File: src/rtl/mem_lsu_pkg.sv
// Shared types and constants for the load/store unit: access sizes, FSM states,
// default timeout and the alignment legality rule.
package mem_lsu_pkg;

  typedef enum logic [1:0] {
    SZ_B = 2'd0,
    SZ_H = 2'd1,
    SZ_W = 2'd2,
    SZ_X = 2'd3
  } size_e;

  typedef enum logic [1:0] {
    ST_IDLE = 2'd0,
    ST_REQ  = 2'd1,
    ST_WAIT = 2'd2,
    ST_RESP = 2'd3
  } state_e;

  localparam int TIMEOUT_DEF = 255;

  // True when the access can never reach memory: size 3, or a natural-alignment violation.
  function automatic logic is_bad(input logic [1:0] size, input logic [1:0] off);
    case (size_e'(size))
      SZ_B:    return 1'b0;
      SZ_H:    return off[0];
      SZ_W:    return (off != 2'b00);
      default: return 1'b1;
    endcase
  endfunction

endpackage

File: src/rtl/mem_lsu_align.sv
// Combinational lane logic: store byte-lane replication with write mask, and
// load lane extraction with sign/zero extension.
module mem_lsu_align
  import mem_lsu_pkg::*;
(
  input  logic [1:0]  i_st_size,
  input  logic [1:0]  i_st_off,
  input  logic [31:0] i_st_wdata,
  output logic [31:0] o_st_wdata,
  output logic [7:0]  o_st_wmask,
  input  logic [1:0]  i_ld_size,
  input  logic [1:0]  i_ld_off,
  input  logic        i_ld_unsigned,
  input  logic [31:0] i_ld_rdata,
  output logic [31:0] o_ld_data
);

  logic [31:0]        w_lane;
  logic signed [7:0]  w_lane_b;
  logic signed [15:0] w_lane_h;

  assign w_lane   = i_ld_rdata >> {i_ld_off, 3'b000};
  assign w_lane_b = w_lane[7:0];
  assign w_lane_h = w_lane[15:0];

  always_comb begin
    o_st_wdata = 32'h0;
    o_st_wmask = 8'h00;
    case (size_e'(i_st_size))
      SZ_B: begin
        o_st_wdata = {4{i_st_wdata[7:0]}};
        o_st_wmask = 8'h01 << i_st_off;
      end
      SZ_H: begin
        o_st_wdata = {2{i_st_wdata[15:0]}};
        o_st_wmask = 8'h03 << i_st_off;
      end
      SZ_W: begin
        o_st_wdata = i_st_wdata;
        o_st_wmask = 8'h0F;
      end
      default: ;
    endcase
  end

  always_comb begin
    o_ld_data = 32'h0;
    case (size_e'(i_ld_size))
      SZ_B:    o_ld_data = i_ld_unsigned ? {24'h0, w_lane_b} : {{24{w_lane_b[7]}}, w_lane_b};
      SZ_H:    o_ld_data = i_ld_unsigned ? {16'h0, w_lane_h} : {{16{w_lane_h[15]}}, w_lane_h};
      SZ_W:    o_ld_data = w_lane;
      default: ;
    endcase
  end

endmodule

File: src/rtl/mem_lsu.sv
// Load/store initiator: one request per handshake, word-aligned memory access,
// bounded wait with timeout, registered extended response.
module mem_lsu
  import mem_lsu_pkg::*;
#(
  parameter int TIMEOUT = TIMEOUT_DEF
) (
  input  logic        clk,
  input  logic        rst_n,
  input  logic        req_valid,
  output logic        req_ready,
  input  logic        req_wen,
  input  logic [1:0]  req_size,
  input  logic        req_unsigned,
  input  logic [31:0] req_addr,
  input  logic [31:0] req_wdata,
  output logic        resp_valid,
  input  logic        resp_ready,
  output logic [31:0] resp_rdata,
  output logic        resp_err,
  output logic        mem_valid,
  input  logic        mem_ready,
  output logic        mem_wen,
  output logic [31:0] mem_raddr,
  output logic [31:0] mem_waddr,
  output logic [31:0] mem_wdata,
  output logic [7:0]  mem_wmask,
  input  logic        mem_rvalid,
  input  logic [31:0] mem_rdata
);

  localparam logic [15:0] CNT_LAST = 16'(TIMEOUT - 1);

  state_e      r_state;
  state_e      w_state_nxt;
  size_e       r_size;
  logic        r_wen;
  logic        r_uns;
  logic [31:0] r_addr;
  logic [31:0] r_mem_wdata;
  logic [7:0]  r_mem_wmask;
  logic [31:0] r_resp_rdata;
  logic        r_resp_err;
  logic [15:0] r_cnt;

  logic        w_bad;
  logic        w_accept;
  logic        w_done;
  logic        w_tmo;
  logic        w_cnt_hit;
  logic [31:0] w_st_wdata;
  logic [7:0]  w_st_wmask;
  logic [31:0] w_ld_data;

  assign w_bad     = is_bad(req_size, req_addr[1:0]);
  assign w_cnt_hit = (r_cnt >= CNT_LAST);

  mem_lsu_align u_align (
    .i_st_size     (req_size),
    .i_st_off      (req_addr[1:0]),
    .i_st_wdata    (req_wdata),
    .o_st_wdata    (w_st_wdata),
    .o_st_wmask    (w_st_wmask),
    .i_ld_size     (r_size),
    .i_ld_off      (r_addr[1:0]),
    .i_ld_unsigned (r_uns),
    .i_ld_rdata    (mem_rdata),
    .o_ld_data     (w_ld_data)
  );

  // Completion wins over timeout when both land in the same cycle.
  always_comb begin
    w_state_nxt = r_state;
    w_accept    = 1'b0;
    w_done      = 1'b0;
    w_tmo       = 1'b0;
    case (r_state)
      ST_IDLE: begin
        if (req_valid) begin
          w_accept    = 1'b1;
          w_state_nxt = w_bad ? ST_RESP : ST_REQ;
        end
      end
      ST_REQ: begin
        if (mem_ready && mem_rvalid) begin
          w_done      = 1'b1;
          w_state_nxt = ST_RESP;
        end else if (w_cnt_hit) begin
          w_tmo       = 1'b1;
          w_state_nxt = ST_RESP;
        end else if (mem_ready) begin
          w_state_nxt = ST_WAIT;
        end
      end
      ST_WAIT: begin
        if (mem_rvalid) begin
          w_done      = 1'b1;
          w_state_nxt = ST_RESP;
        end else if (w_cnt_hit) begin
          w_tmo       = 1'b1;
          w_state_nxt = ST_RESP;
        end
      end
      ST_RESP: begin
        if (resp_ready) w_state_nxt = ST_IDLE;
      end
      default: w_state_nxt = ST_IDLE;
    endcase
  end

  always_ff @(posedge clk) begin
    if (!rst_n) begin
      r_state      <= ST_IDLE;
      r_wen        <= 1'b0;
      r_uns        <= 1'b0;
      r_size       <= SZ_B;
      r_addr       <= 32'h0;
      r_mem_wdata  <= 32'h0;
      r_mem_wmask  <= 8'h00;
      r_resp_rdata <= 32'h0;
      r_resp_err   <= 1'b0;
      r_cnt        <= 16'h0;
    end else begin
      r_state <= w_state_nxt;
      if (w_accept) begin
        r_wen        <= req_wen;
        r_uns        <= req_unsigned;
        r_size       <= size_e'(req_size);
        r_addr       <= req_addr;
        r_mem_wdata  <= w_st_wdata;
        r_mem_wmask  <= req_wen ? w_st_wmask : 8'h00;
        r_resp_rdata <= 32'h0;
        r_resp_err   <= w_bad;
        r_cnt        <= 16'h0;
      end else if ((r_state == ST_REQ || r_state == ST_WAIT) && r_cnt != 16'hFFFF) begin
        r_cnt <= r_cnt + 16'd1;
      end
      if (w_done) r_resp_rdata <= r_wen ? 32'h0 : w_ld_data;
      if (w_tmo) begin
        r_resp_err   <= 1'b1;
        r_resp_rdata <= 32'h0;
      end
    end
  end

  assign req_ready  = (r_state == ST_IDLE);
  assign resp_valid = (r_state == ST_RESP);
  assign resp_rdata = r_resp_rdata;
  assign resp_err   = r_resp_err;
  assign mem_valid  = (r_state == ST_REQ);
  assign mem_wen    = r_wen;
  assign mem_raddr  = {r_addr[31:2], 2'b00};
  assign mem_waddr  = {r_addr[31:2], 2'b00};
  assign mem_wdata  = r_mem_wdata;
  assign mem_wmask  = r_mem_wmask;

endmodule

File: config.mk
export PLATFORM = sky130hd
export DESIGN_NAME = mem_lsu
export DESIGN_NICKNAME = d
export VERILOG_FILES = /design/src/rtl/mem_lsu_pkg.sv /design/src/rtl/mem_lsu_align.sv /design/src/rtl/mem_lsu.sv
export SDC_FILE = /design/constraint.sdc
export NUM_CORES = 1
export LEC_CHECK = 0
export CORE_UTILIZATION = 44
export CTS_CLUSTER_DIAMETER = 200
export DETAILED_ROUTE_END_ITERATION = 12
export GPL_TIMING_DRIVEN = 0
export PLACE_DENSITY = 0.81
export SYNTH_ARGS = -nofsm -noshare
export SYNTH_HDL_FRONTEND = slang
export SYNTH_SLANG_ARGS = --single-unit
File: constraint.sdc
create_clock -name clk -period 2.7 [get_ports clk]
set_input_delay 0.675 -clock clk [delete_from_list [all_inputs] [get_ports clk]]
set_output_delay 0.675 -clock clk [all_outputs]
set_load 0.01 [all_outputs]
==> impl_results.md, run 1 <==
* EDFF count, synth at 0
* Unique masters post-synth at 57
* Asr flop ratio synth at 0
* Final ANT Viol Nets at 0
* Post-DP HPWL at 14.12 mm
* Setup WS pre-CTS at -0.1277 ns
* Routed len/inst at 15.96 um
* Power density over cell area at 746.6 mW/mm2
* # setup viols final at 0
* Core Area at 0.01340 mm2
* Leak at 3.498 nW
* Crit-path max cell delay at 0.48 ns
* Final Power at 0.006978 W
* Post-CTS sizing at 0
* Clock slew at reported path FFs at 0.06 ns
* Worst-case clock skew at 0.01077 ns
* Most common cell on crit path: clkbuf_1
* Vias at 6109
* Ant diodes at 0
* Tmin final at 2.526 ns
* Synth Area per Inst at 8.371 um2
* Worst hold path class: reg -> reg
* Rel. slew slack at 0.4887
* Clock share of power at 0.339
* I/O Pins at 247
* Ys flop type: dfxtp_1
* Setup ws final at 0.1738 ns
* Final period utilization at 0.9356
* Tot GR Track Use at 0.2594
* Die Ht at 119.8 um
* Vias per inst at 5.173
* Max-cap violation count at 0
* R2R setup slack at 0.17 ns
* Worst Tran Pin Value at 0.7606 ns
* VDD IR max at 0.4657 mV
* Setup bufs post-CTS at 0
* RSZ-0062 raised after global routing: false
* Mapped Area at 0.006102 mm2
* Crit. End Element: register
* Final Core Density at 0.6975
* GRT overflow at 0
* Die area at 0.01434 mm2
* Setup crit start kind: register
* Initial antenna violation count at 0
* Comb pwr share at 0.337
* Setup CP Type: reg -> reg
* Worst Path Required at 3.03 ns
* Vias in the first global route at 5816
* Net Sw Frac at 0.3118
* Root buf cell: clkbuf_16
* Initial drt markers at 434
* Skew-Pair Late Insertion Delay at 0.41 ns
* First-pass GRT wire length at 29.24 mm
* Starting density of the core at 0.4554
* First-pass detailed-route iteration total at 5
* CP cell instances: inv_1 -> ha_1 -> and2_1 -> clkbuf_1 -> a31oi_1 -> clkbuf_1 -> a22oi_1 -> a21oi_1
* Clock Path Buffers at 2
* RePlAce Congestion at 0.9162
* Synth warnings at 0
* Critical-path maximum fanout at 10
* Post-Synthesis Cells at 729
* # clock sinks at 124
* P_sw at 0.002175 W
* Proportion of layout cells with a drive suffix above 1 at 0.1383
* Status: finished clean
* Area occupied by multi-input gates at 0.002890 mm2
* Internal power at 0.004803 W
* Final Hold Vio Count at 0
* Number of fill cells at 1099
* Slowest-stage cell, CP: a31oi_1
* DIE WIDTH at 119.8 um
* Row count at 42
* Synth Register Bits at 124
* CTS Buf Count at 17
* Pin count of the biggest net entering global routing at 17
* IO buf count at 238
* Reg area at 0.002482 mm2
* Final net count at 1104
* Reg power frac at 0.324
* Routed wire length at 18.85 mm
* Critical path arrival at 2.86 ns
* Cts hold-fix bufs at 0
* FMAX at 395.9 MHz
* H-tree Lvls at 4
* Cells after DPL at 1149
* CTS tree: yes
* Fin. max-slew vios at 0
* Seq/Total Area, Yosys at 0.4068
* Non-Filler Instances at 1181
* DRC at 0
* Area Growth Syn to Fin at 53.17%
[worst max-delay path: cells and delay by family, from the launching register on]
family,cells,cell delay (ns)
buf+inv,3,0.75
simple gates,1,0.17
fa+ha+maj,1,0.31
compound gates,3,0.83
flops,1,0.39
[stage by stage]
stage | TNS (ns) | hold slack, ns | area, um2
finish | 0 | 0.4566 | 9346
global route | 0 | 0.4783 | 9346
CTS | 0 | 0.4540 | 9346
detailed placement | -2.413 | 0.4431 | 8727
global placement | -2.351 | 0.4338 | 8727
floorplan | 0 | 0.4443 | 6125
[state kept, by name, indices dropped and copies added (netlist names)]
name	flops
mem_wen	1
r_cnt	16
r_state	2
mem_wdata	32
resp_err	1
r_uns	1
mem_wmask	5
r_addr	32
r_size	2
resp_rdata	32
[power groups by stage]
stage          combinational (W)  sequential [W]  clock [W]
2_1_floorplan            0.00122         0.00232          0
3_3_place_gp             0.00231         0.00229          0
3_5_place_dp             0.00233         0.00230          0
4_1_cts                  0.00235         0.00226    0.00239
5_1_grt                  0.00255         0.00229    0.00249
6_report                 0.00235         0.00226    0.00237
[area by class of cell]
class / count / share of cell area
clock inverter: 13 / 0.01780
inverter: 10 / 0.004016
tap: 176 / 0.02356
sequential: 124 / 0.2656
clock buffer: 19 / 0.04846
multi-input combinational: 485 / 0.3092
timing repair buffer: 238 / 0.2549
buffer: 116 / 0.07644
[final timing paths]
| check | from | to | depth (start not counted) |
|---|---|---|---|
| hold / removal | mem_wdata[11] | mem_wdata[11] | 2 |
| hold reg to reg | mem_wdata[11] | mem_wdata[11] | 2 |
| setup reg to reg | r_state[0] | resp_rdata[19] | 8 |
| setup / recovery | r_state[0] | resp_rdata[19] | 8 |
[per-layer routing]
| metal | vias up | GRT usage | share of wire |
|---|---|---|---|
| met4 | 0 | 0.1008 | 0.025 |
| met2 | 255 | 0.4346 | 0.49 |
| li1 | 3005 | - | - |
| met1 | 2812 | 0.3135 | 0.41 |
| met3 | 37 | 0.07272 | 0.076 |
| met5 | - | 0 | 0 |
[cells in the mapped netlist, types with 3 or more instances]
cell type | number | area (um2)
dfxtp_1 | 124 | 2482
nand2_1 | 106 | 397.9
a21oi_1 | 92 | 460.4
buf_4 | 68 | 510.5
o21ai_0 | 49 | 245.2
nor2_1 | 41 | 153.9
clkbuf_1 | 33 | 123.9
a22oi_1 | 32 | 240.2
mux2i_1 | 25 | 250.2
buf_2 | 13 | 65.06
nor2b_1 | 13 | 81.33
inv_1 | 10 | 37.54
mux2_2 | 9 | 101.4
a22o_1 | 8 | 70.07
nand3b_1 | 8 | 60.06
xnor2_1 | 8 | 70.07
o21a_1 | 7 | 52.55
ha_1 | 6 | 75.07
nand3_1 | 6 | 30.03
a211oi_1 | 5 | 37.54
a31oi_1 | 4 | 25.02
o2111ai_1 | 4 | 35.03
a311oi_1 | 3 | 26.28
a32o_1 | 3 | 30.03
nand2b_1 | 3 | 18.77
nand4_1 | 3 | 18.77
nor3_1 | 3 | 15.01
nor4_1 | 3 | 18.77
o211ai_1 | 3 | 22.52
xor2_1 | 3 | 26.28
[cells by family after synthesis]
group,after synthesis,share of synthesized area
AO/OA/AOI/OAI,220,0.2180
XOR/XNOR,11,0.01579
multiplexers,35,0.06131
adder cells (fa/ha/maj),6,0.01230
other,1,0.0006145
flip-flops,124,0.4068
buffers and inverters,126,0.1232
AND/OR/NAND/NOR,206,0.1620
[cell usage in the layout, fill, tap and decap left out, types with 9 or more instances in the layout]
master / netlist / routed
a22oi_1: 32 / 32
nor2b_1: 13 / 13
clkbuf_1: 33 / 33
nor2_1: 41 / 41
mux2i_1: 25 / 25
nand2_1: 106 / 106
dfxtp_1: 124 / 124
a21oi_1: 92 / 92
inv_1: 10 / 10
buf_4: 68 / 68
clkbuf_16: 0 / 17
o21ai_0: 49 / 49
buf_2: 13 / 13
mux2_2: 9 / 9
clkdlybuf4s50_1: 0 / 238
(Power assumes the default switching activity.)
==> inputs of run 2 (changes only) <==
Settings changed: SLEW_MARGIN set to 20.
==> results of run 2 <==
The final DEF is identical to that of run 1; final timing and power are the same.
==> inputs of run 3 (changes only) <==
Settings changed: CTS_BUF_LIST set to sky130_fd_sc_hd__clkbuf_16.
==> impl_results.md, run 3 (synthesized netlist as in run 1, its figures left out) <==
* DRC at 0
* Reg-to-reg startpoint: r_state[0]
* Worst Hold End: mem_wdata[11]
* Initial antenna violation count at 0
* First-pass GRT wire length at 29.27 mm
* Initial drt markers at 520
* CP top delay family: compound AO/OA/AOI/OAI gates
* Tot GR Track Use at 0.2595
* Setup CP Type: reg -> reg
* Number of fill cells at 1099
* Crit. Startpoint: r_state[0]
* Root buf cell: clkbuf_16
* CTS tree: yes
* Fin. max-slew vios at 0
* Leak at 3.487 nW
* RePlAce Congestion at 0.9162
* VDD IR max at 0.4667 mV
* Slowest-stage cell, CP: a31oi_1
* Pin count of the biggest net entering global routing at 17
* First-pass detailed-route iteration total at 5
* Cts hold-fix bufs at 0
* Clock slew at reported path FFs at 0.06 ns
* Vias in the first global route at 5816
* Area Growth Syn to Fin at 52.84%
* Starting density of the core at 0.4554
* Row count at 42
* Final net count at 1104
* # setup viols final at 0
* Worst-case clock skew at 0.01131 ns
* Proportion of layout cells with a drive suffix above 1 at 0.1363
* Final period utilization at 0.9360
* Skew-Pair Late Insertion Delay at 0.41 ns
* Setup WS pre-CTS at -0.1277 ns
* Routed len/inst at 15.92 um
* # clock sinks at 124
* Most frequent cells in the layout: clkdlybuf4s50_1 (238), dfxtp_1 (124), nand2_1 (106)
* Area occupied by multi-input gates at 0.002890 mm2
* Most common cell on crit path: clkbuf_1
* Final Core Density at 0.6960
* Vias at 6102
* R2R depth at 8
* Setup bufs post-CTS at 0
* Critical path arrival at 2.86 ns
* Worst Tran Pin Value at 0.7688 ns
* Core Area at 0.01340 mm2
* Worst Path Required at 3.03 ns
* DP Area at 0.008727 mm2
* Final Hold Vio Count at 0
* Reg area at 0.002482 mm2
* Worst hold start: mem_wdata[11]
* Max-cap violation count at 0
* Rel. slew slack at 0.4874
* Vias per inst at 5.167
* CTS Buf Count at 17
* Status: finished clean
* FMAX at 395.7 MHz
* Commonest non-fill, non-tap cell in the layout: clkdlybuf4s50_1
* Critical-path maximum fanout at 10
* Setup crit start kind: register
* CP cell instances: inv_1 -> ha_1 -> and2_1 -> clkbuf_1 -> a31oi_1 -> clkbuf_1 -> a22oi_1 -> a21oi_1
* Tmin final at 2.527 ns
* Routed wire length at 18.80 mm
* Final ANT Viol Nets at 0
* Cells after DPL at 1149
* R2R setup slack at 0.17 ns
* Post-CTS sizing at 0
* RSZ-0062 raised after global routing: false
* H-tree Lvls at 4
* Die Ht at 119.8 um
* DIE WIDTH at 119.8 um
* IO buf count at 238
* Crit. End Element: register
* I/O Pins at 247
* Die area at 0.01434 mm2
* Non-Filler Instances at 1181
* Post-DP HPWL at 14.12 mm
* Clock Path Buffers at 2
* GRT overflow at 0
* Crit-path max cell delay at 0.47 ns
* Fin area at 0.009326 mm2
* Ant diodes at 0
* Hold Path Stages at 2
* Buffers & Inverters on Critical Path at 3
* Worst hold path class: reg -> reg
* Setup ws final at 0.1728 ns
* Power density over cell area at 741.9 mW/mm2
* Worst r2r dst: resp_rdata[19]
-- run 3: how the worst max path moves through the flow --
stage,to,depth (start not counted)
after floorplan,r_cnt[15],9
after global placement,r_uns,7
after detailed placement,resp_rdata[16],7
after CTS,req_ready,3
after global routing,resp_rdata[18],8
final,resp_rdata[19],8
-- run 3: power by group --
part	internal [W]	switching [W]	leakage, nW
clock	0.00145	0.000860	0.284
combinational	0.00121	0.00114	2.19
sequential	0.00209	0.000177	1.01
total	0.00475	0.00217	3.49
-- run 3: metal layers --
layer / part of all wire / global-route usage / vias to the layer above
li1: - / - / 3006
met1: 0.41 / 0.3141 / 2805
met2: 0.49 / 0.4346 / 255
met3: 0.078 / 0.07272 / 36
met4: 0.025 / 0.1000 / 0
met5: 0 / 0 / -
-- run 3: tightest hold or removal path, delay by kind of cell (launching register included) --
kind | cells | cell delay [ns]
AOI/OAI and AO/OA | 1 | 0.06
and+or+nand+nor | 1 | 0.04
DFF | 1 | 0.32
-- run 3: cell type report --
type,instances,area share
tap,176,0.02361
inverter,10,0.004025
sequential,124,0.2662
buffer,116,0.07660
timing repair buffer,238,0.2554
clock inverter,15,0.01865
multi-input combinational,485,0.3099
clock buffer,17,0.04561
-- run 3: through the flow --
step / hold WS [ns] / total power [W] / TNS (ns)
after floorplan: 0.4443 / 0.003544 / 0
after CTS: 0.4540 / 0.006943 / 0
after detailed placement: 0.4431 / 0.004629 / -2.413
final: 0.4566 / 0.006920 / 0
after global placement: 0.4338 / 0.004598 / -2.351
after global routing: 0.4783 / 0.007267 / 0
